File: config.mk
export PLATFORM = sky130hd
export DESIGN_NAME = mem_port_arbiter
export DESIGN_NICKNAME = d
export VERILOG_FILES = /design/src/rtl/mem_port_arbiter.sv
export SDC_FILE = /design/constraint.sdc
export NUM_CORES = 1
export LEC_CHECK = 0
export ABC_AREA = 1
export CORE_MARGIN = 4
export CORE_UTILIZATION = 30
export CTS_BUF_LIST = sky130_fd_sc_hd__clkbuf_4 sky130_fd_sc_hd__clkbuf_8
export CTS_CLUSTER_DIAMETER = 120
export DETAILED_ROUTE_END_ITERATION = 7
export PLACE_DENSITY = 0.68
export REMOVE_ABC_BUFFERS = 1
export SYNTH_ARGS = -nofsm -noshare
export SYNTH_HDL_FRONTEND = slang
export SYNTH_SLANG_ARGS = --single-unit
File: constraint.sdc
create_clock -name clk -period 2.1 [get_ports clk]
set_input_delay 0.42 -clock clk [delete_from_list [all_inputs] [get_ports clk]]
set_output_delay 0.42 -clock clk [all_outputs]
set_load 0.02 [all_outputs]
File: src/rtl/mem_port_arbiter.sv
// mem_port_arbiter: shares one fixed-latency memory port between the
// instruction-fetch stage (IF) and the data-memory stage (DM). Each access
// is sequenced IDLE -> ISSUE -> (WAIT) -> DONE. DM requests win over IF.
//
// Ports:
//   clk, rst           rising-edge clock, synchronous active-high reset
//   if_req/if_addr     fetch request and byte address
//   if_flush           discard the result of an in-flight fetch
//   if_rdata/if_valid  fetched instruction and its one-cycle valid pulse
//   dm_req/dm_we/...   load/store request, address, store data and strobes
//   dm_rdata/dm_valid  load data and the one-cycle completion pulse
//   mem_*              shared memory port (mem_rdata valid MEM_LAT cycles
//                      after the mem_en cycle)
//   stall_if/stall_mem combinational pipeline stalls
module mem_port_arbiter #(
    parameter int unsigned MEM_LAT = 2
) (
    input  logic        clk,
    input  logic        rst,

    input  logic        if_req,
    input  logic [31:0] if_addr,
    input  logic        if_flush,
    output logic [31:0] if_rdata,
    output logic        if_valid,

    input  logic        dm_req,
    input  logic        dm_we,
    input  logic [31:0] dm_addr,
    input  logic [31:0] dm_wdata,
    input  logic [3:0]  dm_wstrb,
    output logic [31:0] dm_rdata,
    output logic        dm_valid,

    output logic        mem_en,
    output logic        mem_we,
    output logic [31:0] mem_addr,
    output logic [31:0] mem_wdata,
    output logic [3:0]  mem_wstrb,
    input  logic [31:0] mem_rdata,

    output logic        stall_if,
    output logic        stall_mem
);

    localparam int unsigned CNT_W = $clog2(MEM_LAT) + 1;
    localparam logic OWN_IF = 1'b0;
    localparam logic OWN_DM = 1'b1;

    typedef enum logic [1:0] {
        S_IDLE  = 2'd0,
        S_ISSUE = 2'd1,
        S_WAIT  = 2'd2,
        S_DONE  = 2'd3
    } state_t;

    state_t             state_q, state_d;
    logic               owner_q, owner_d;
    logic               we_q, we_d;
    logic [31:0]        addr_q, addr_d;
    logic [31:0]        wdata_q, wdata_d;
    logic [3:0]         wstrb_q, wstrb_d;
    logic [CNT_W-1:0]   cnt_q, cnt_d;
    logic               flushed_q, flushed_d;
    logic               mem_en_q, mem_en_d;
    logic               mem_we_q, mem_we_d;
    logic [31:0]        if_rdata_q, if_rdata_d;
    logic               if_valid_q, if_valid_d;
    logic [31:0]        dm_rdata_q, dm_rdata_d;
    logic               dm_valid_q, dm_valid_d;

    // State and datapath registers
    always_ff @(posedge clk) begin
        if (rst) begin
            state_q    <= S_IDLE;
            owner_q    <= OWN_IF;
            we_q       <= 1'b0;
            addr_q     <= 32'h0;
            wdata_q    <= 32'h0;
            wstrb_q    <= 4'h0;
            cnt_q      <= '0;
            flushed_q  <= 1'b0;
            mem_en_q   <= 1'b0;
            mem_we_q   <= 1'b0;
            if_rdata_q <= 32'h0;
            if_valid_q <= 1'b0;
            dm_rdata_q <= 32'h0;
            dm_valid_q <= 1'b0;
        end else begin
            state_q    <= state_d;
            owner_q    <= owner_d;
            we_q       <= we_d;
            addr_q     <= addr_d;
            wdata_q    <= wdata_d;
            wstrb_q    <= wstrb_d;
            cnt_q      <= cnt_d;
            flushed_q  <= flushed_d;
            mem_en_q   <= mem_en_d;
            mem_we_q   <= mem_we_d;
            if_rdata_q <= if_rdata_d;
            if_valid_q <= if_valid_d;
            dm_rdata_q <= dm_rdata_d;
            dm_valid_q <= dm_valid_d;
        end
    end

    // Next-state and registered-output logic; the strobes and valid pulses
    // are computed one state ahead so they are high exactly in ISSUE / DONE.
    always_comb begin
        state_d    = state_q;
        owner_d    = owner_q;
        we_d       = we_q;
        addr_d     = addr_q;
        wdata_d    = wdata_q;
        wstrb_d    = wstrb_q;
        cnt_d      = cnt_q;
        flushed_d  = flushed_q;
        mem_en_d   = 1'b0;
        mem_we_d   = 1'b0;
        if_rdata_d = if_rdata_q;
        if_valid_d = 1'b0;
        dm_rdata_d = dm_rdata_q;
        dm_valid_d = 1'b0;

        unique case (state_q)
            S_IDLE: begin
                flushed_d = 1'b0;
                if (dm_req) begin
                    owner_d  = OWN_DM;
                    we_d     = dm_we;
                    addr_d   = dm_addr;
                    wdata_d  = dm_wdata;
                    wstrb_d  = dm_wstrb;
                    mem_en_d = 1'b1;
                    mem_we_d = dm_we;
                    state_d  = S_ISSUE;
                end else if (if_req) begin
                    owner_d   = OWN_IF;
                    we_d      = 1'b0;
                    addr_d    = if_addr;
                    wstrb_d   = 4'h0;
                    mem_en_d  = 1'b1;
                    flushed_d = if_flush;
                    state_d   = S_ISSUE;
                end
            end

            S_ISSUE: begin
                if ((owner_q == OWN_IF) && if_flush) begin
                    flushed_d = 1'b1;
                end
                if (we_q) begin
                    // Stores complete without a read phase; only DM issues them.
                    dm_valid_d = 1'b1;
                    state_d    = S_DONE;
                end else begin
                    cnt_d   = CNT_W'(MEM_LAT - 1);
                    state_d = S_WAIT;
                end
            end

            S_WAIT: begin
                if ((owner_q == OWN_IF) && if_flush) begin
                    flushed_d = 1'b1;
                end
                if (cnt_q != '0) begin
                    cnt_d = cnt_q - CNT_W'(1);
                end else begin
                    if (owner_q == OWN_DM) begin
                        dm_rdata_d = mem_rdata;
                        dm_valid_d = 1'b1;
                    end else begin
                        // A flushed fetch still updates if_rdata, only the pulse is dropped.
                        if_rdata_d = mem_rdata;
                        if_valid_d = ~(flushed_q | if_flush);
                    end
                    state_d = S_DONE;
                end
            end

            S_DONE: begin
                // The valid pulse is already out; a flush here has nothing left to suppress.
                flushed_d = 1'b0;
                state_d   = S_IDLE;
            end

            default: begin
                state_d = S_IDLE;
            end
        endcase
    end

    assign mem_en    = mem_en_q;
    assign mem_we    = mem_we_q;
    assign mem_addr  = addr_q;
    assign mem_wdata = wdata_q;
    assign mem_wstrb = wstrb_q;
    assign if_rdata  = if_rdata_q;
    assign if_valid  = if_valid_q;
    assign dm_rdata  = dm_rdata_q;
    assign dm_valid  = dm_valid_q;

    // Stalls drop in the valid cycle so the pipeline advances on that edge.
    assign stall_if  = if_req & ~if_valid_q;
    assign stall_mem = dm_req & ~dm_valid_q;

endmodule

==> results_dict.tcl <==
set metrics [dict create \
    port_buffers 275 \
    synth_area_um2 5574 \
    h-tree-depth 4 \
    multiInputGateArea_um2 2352 \
    antenna_cells 0 \
    whs_path_depth 4 \
    tightest_slew_ns 0.4812 \
    ios 276 \
    place_area_um2 8592 \
    yosys.area_share.xor_xnor 0 \
    syn_area_per_cell_um2 8.020 \
    final_cell_area_um2 8955 \
    dr.pass1.iters 4 \
    cts_hold_buf 0 \
    globalplace.congestion 0.8202 \
    cts_tree "done" \
    max-cap-violations 0 \
    synth-simple-area-share 0.2534 \
    wire_per_inst_um 15.71 \
    antenna_found_initial 0 \
    die_width_um 144.3 \
    cts_resized 0 \
    powerDensity_nw_per_um2 1130 \
    path_class "reg2out" \
    synthAdderAreaFrac 0.01122 \
    cp-startpoint "dm_valid$_SDFF_PP0_" \
    area_delta_synth_final_pct 60.65 \
    post_cts_buffers 0 \
    cts.clk_slew.worst_paths_ns 0.09 \
    reg2reg_depth 7 \
    worst_setup_path_end_kind "output pin" \
    yosysWarnings 0 \
    postRouteAntennaNets 0 \
    synth.area.top_cells "dfxtp_1 51%, nor2_1 9.5%, nand2_1 8.3%, o21ai_0 6.2%, o211a_1 5.7%" \
    cp.arrival_ns 1.46 \
    synth_top_family_by_area "simple AND/OR/NAND/NOR gates" \
    core-area_um2 18150 \
    synth_compound_area_frac 0.1574 \
    critPathLaunchType "register" \
    grt_pass1_vias 5281 \
    rsz0062_at_grt "false" \
    insertion_delay_ns 0.45 \
    p_leak_nw 3.726 \
    critPathRequiredTime_ns 1.68 \
    fin_crit_sh 0.8972 \
    synth_cell_types 25 \
    synth_top_cell_by_area "dfxtp_1" \
    dieHeight_um 144.3 \
    numCtsBuffers 17 \
    path_max_fanout 2 \
    slowest_delay_ns 0.69 \
    post-route-min-period_ns 1.884 \
    netlist_instances 695 \
    cpMaxStageDelayCell "clkdlybuf4s50_1" \
    grt_pass1_wl_um 28700 \
    cp_top_family "buffers and inverters" \
    r2r-start "state_q[0]$_SDFFE_PP0P_" \
    grtUsageTotal 0.1754 \
    placed_cells 1174 \
    worstHoldStart "rst" \
    grt_start_max_net_pins 46 \
    fin_cells 1206 \
    yosysTopAreaCellShare 0.5136 \
    synthMuxAreaShare 0 \
    ys_ff_latch 143 \
    crit_chain "clkdlybuf4s50_1" \
    die-area_um2 20830 \
    vdd_drop_max_uv 655.7 \
    finalHoldViolations 0 \
    status "complete, no violations" \
    seq_area_um2 2863 \
    route.detailed.drc 0 \
    slew_headroom 0.6792 \
    worst-path-stages 1 \
    vias 5619 \
    grt_overflow_total 0 \
    drive_gt1_frac 0.07881 \
    wl_um 18950 \
    vias_per_cell 4.659 \
    timing.fmax_mhz 530.8 \
    clock-sinks 143 \
    place_hpwl_um 13680 \
    rows 49 \
    holdCritPathClass "in2reg" \
    final_max_slew_viol_count 0 \
    initial_core_util 0.3072 \
    first_iter_violations 166 \
    root_buffer "clkbuf_8" \
    crit_buf_inv 1 \
    seq_area_frac_synth 0.5136 \
    final_nets 1107 \
    nFillCells 1732 \
    finalSetupViolCount 0 \
    skew_ns 0.01713 \
    clock_path_buffers 2 \
]
stage by stage:
stage | hold WS [ns] | util | setup WS [ns] | setup TNS, ns | power (mW)
2_1_floorplan | 0.4051 | - | -0.02956 | -0.02956 | 5.899
3_3_place_gp | 0.4436 | 0.4735 | 0.05183 | 0 | 8.162
3_5_place_dp | 0.4271 | 0.4735 | 0.02838 | 0 | 8.199
4_1_cts | 0.3332 | 0.4933 | 0.02838 | 0 | 10.28
5_1_grt | 0.3658 | 0.4935 | 0.1008 | 0 | 10.80
6_report | 0.3672 | 0.4935 | 0.2159 | 0 | 10.12
where the power goes:
group | leakage, nW | total, mW | switching, mW | internal (mW)
Sequential | 1.17 | 3.71 | 0.336 | 3.38
Combinational | 2.39 | 4.37 | 2.37 | 2.01
Clock | 0.164 | 2.03 | 1.18 | 0.845
Total | 3.73 | 10.1 | 3.89 | 6.23
synth_stat cells (all sizes together):
library cell / instances
a21oi: 39
nor4: 1
a31o: 1
dfxtp: 143
nor2: 142
buf: 28
clkbuf: 24
nand2: 125
inv: 16
nand3: 67
ha: 5
o21ai: 69
a211oi: 1
clkinv: 2
o211a: 32
cell families (layout without fill, tap and decap cells):
kind of cell             after synthesis  in the layout
AND/OR/NAND/NOR                      335            335
buffers and inverters                 70            352
adder cells (fa/ha/maj)                5              5
AO/OA/AOI/OAI                        142            142
flip-flops                           143            143
area by class of cell:
cell class / count / share of cell area
Tap cell: 229 / 0.03200
Clock buffer: 17 / 0.02613
Clock inverter: 15 / 0.01411
Inverter: 18 / 0.007545
Timing Repair Buffer: 302 / 0.3379
Multi-Input combinational cell: 482 / 0.2627
Sequential cell: 143 / 0.3197
worst paths after layout:
check | end | slack [ns]
setup / recovery | dm_valid | 0.22
hold reg to reg | if_valid$_SDFF_PP0_ | 0.43
hold / removal | if_rdata[10]$_SDFFE_PP0P_ | 0.37
setup reg to reg | mem_addr[7]$_SDFFE_PP0P_ | 0.41
registers in the layout, indices dropped and copies added, names as in the netlist:
register / count
cnt_q: 2
flushed_q: 1
mem_wstrb: 4
dm_valid: 1
owner_q: 1
if_rdata: 32
mem_wdata: 32
mem_addr: 32
mem_en: 1
dm_rdata: 32
we_q: 1
if_valid: 1
mem_we: 1
state_q: 2
worst min-delay path: cells and delay by family:
kind | cells | cell delay [ns]
and+or+nand+nor | 1 | 0.04
AOI/OAI and AO/OA | 1 | 0.10
buffers and inverters | 2 | 0.20
metal layers:
metal,GRT usage,vias up,routed length (um)
met3,0.08565,11,2117
met1,0.2113,2565,7762
met4,0.03142,0,166
li1,-,2829,-
met2,0.2880,214,8902
met5,0,-,0
placed cells by master (no fill, tap or decap), types with 2 or more instances in the layout:
master,Yosys,layout
nand3_2,10,10
nand2_1,123,123
clkinv_4,0,3
nor2_1,141,141
ha_1,5,5
buf_12,1,6
inv_6,0,5
a21oi_1,39,39
clkinv_1,2,2
inv_1,14,14
clkdlybuf4s50_1,0,272
clkbuf_8,0,17
o211a_1,32,32
inv_2,2,2
o21ai_0,69,69
buf_4,5,22
nand3_1,57,57
clkinvlp_4,0,6
dfxtp_1,143,143
Note: power is estimated with default switching activity, not from simulation.
==> patch (same settings) <==
`MEM_LAT`: 2 -> 4.
--- a/src/rtl/mem_port_arbiter.sv
+++ b/src/rtl/mem_port_arbiter.sv
@@ -15,3 +15,3 @@
 module mem_port_arbiter #(
-    parameter int unsigned MEM_LAT = 2
+    parameter int unsigned MEM_LAT = 4
 ) (
Behaviour: not the same (a bounded check fails within 10 cycles, from zero or initial values and one cycle with rst high).
==> patch against the original RTL <==
- global-route usage shrank 0.063 points
- design area shrank 0.96%
- critical path depth grew 3
- total power shrank 1.8%
- synthesized area shrank 1.2%
- routed wire length shrank 1.4%
- non-clock buffer count shrank 10
- die area shrank 1.2%
- sequential cell count grew 1
- fmax shrank 8.3%
- worst setup slack lost 170 ps
==> patch: results (changes against the original RTL) <==
{| class="wikitable"
! Metric !! Value
|-
| Outcome || completed (unchanged)
|-
| Maximum VDD drop || 484 µV (was 656 µV)
|-
| Wire length per cell after detailed routing || 15.5 µm (was 15.7 µm)
|-
| Launch instance of the worst min-delay path || flushed_q (was rst)
|-
| Reported clock group power || 2.08 mW (was 2.03 mW)
|-
| GPL Wtd Cong || 0.795 (was 0.820)
|-
| Number of multi-input combinational cells || 491 (was 482)
|-
| CP peak stage delay || 600 ps (was 690 ps)
|-
| Synth top cells by count || 157 x sky130_fd_sc_hd__nand2_1, 144 x sky130_fd_sc_hd__dfxtp_1, 142 x sky130_fd_sc_hd__nor2_1, 63 x sky130_fd_sc_hd__o21ai_0, 41 x sky130_fd_sc_hd__a21oi_1 (was 143 x sky130_fd_sc_hd__dfxtp_1, 141 x sky130_fd_sc_hd__nor2_1, 123 x sky130_fd_sc_hd__nand2_1, 69 x sky130_fd_sc_hd__o21ai_0, 57 x sky130_fd_sc_hd__nand3_1)
|-
| Type of the most critical hold path || reg -> reg (was in -> reg)
|-
| Number of global-route vias before repair || 5415 (was 5281)
|-
| Met3 wirelength from detailed routing || 2080 µm (was 2120 µm)
|-
| Number of distinct library cells after synthesis || 24 (was 25)
|-
| Capturing instance or port of the critical path || stall_if (was dm_valid)
|-
| Origin of the worst setup path || if_req (was dm_valid)
|-
| Sequential fraction of the synthesis area || 0.524 (was 0.514)
|-
| Wire length on met1 || 7820 µm (was 7760 µm)
|-
| Worst max-slew margin expressed relative to the limit || 0.568 (was 0.679)
|-
| ClkCell Share || 0.0409 (was 0.0402)
|-
| Area contributors post-synth || sky130_fd_sc_hd__dfxtp_1 52%, sky130_fd_sc_hd__nand2_1 11%, sky130_fd_sc_hd__nor2_1 9.7%, sky130_fd_sc_hd__o211a_1 5.8%, sky130_fd_sc_hd__o21ai_0 5.7% (was sky130_fd_sc_hd__dfxtp_1 51%, sky130_fd_sc_hd__nor2_1 9.5%, sky130_fd_sc_hd__nand2_1 8.3%, sky130_fd_sc_hd__o21ai_0 6.2%, sky130_fd_sc_hd__o211a_1 5.7%)
|-
| Hold Crit Endpoint || if_valid (was if_rdata[10])
|-
| Vias || 5532 (was 5619)
|-
| Proportion of layout cells with a drive suffix above 1 || 0.0604 (was 0.0788)
|-
| Number of non-clock buffers in the layout || 292 (was 302)
|-
| DP Wirelength || 13000 µm (was 13700 µm)
|-
| All-layer global routing usage || 0.175 (about the same)
|-
| Total combinational power || 4.11 mW (was 4.37 mW)
|-
| TritonCTS sink count || 144 (was 143)
|-
| Area share of buffers outside the clock network || 0.332 (was 0.338)
|}
==> patch: cell count changes in the layout (fill, tap and decap cells not counted), sizes merged, moves of 4 or more <==
cell	unedited run	this run
nand2	125	158
inv	22	18
clkinvlp	6	2
buf	29	17
clkinv	5	10
nand3	67	38
==> patch: per-stage QoR <==
stage | TNS, ps | instances | cell area, µm² | setup slack (ps) | utilization
finish | 0 | 1206 | 8870 | 45.5 | 0.492
CTS | 0 | 1206 | 8870 | 41.9 | 0.492
global route | 0 | 1206 | 8870 | 16.3 | 0.492
global placement | -48.2 | 1174 | 8510 | -48.2 | 0.472
detailed placement | -255 | 1174 | 8510 | -49.5 | 0.472
floorplan | -10260 | 653 | 5280 | -444 | -
==> patch: layer usage <==
| layer | GRT usage | up-vias |
|---|---|---|
| met3 | 0.0769 | 18 |
| met1 | 0.207 | 2491 |
| li1 | - | 2807 |
| met2 | 0.287 | 216 |
| met4 | 0.0530 | 0 |
| met5 | 0 | - |
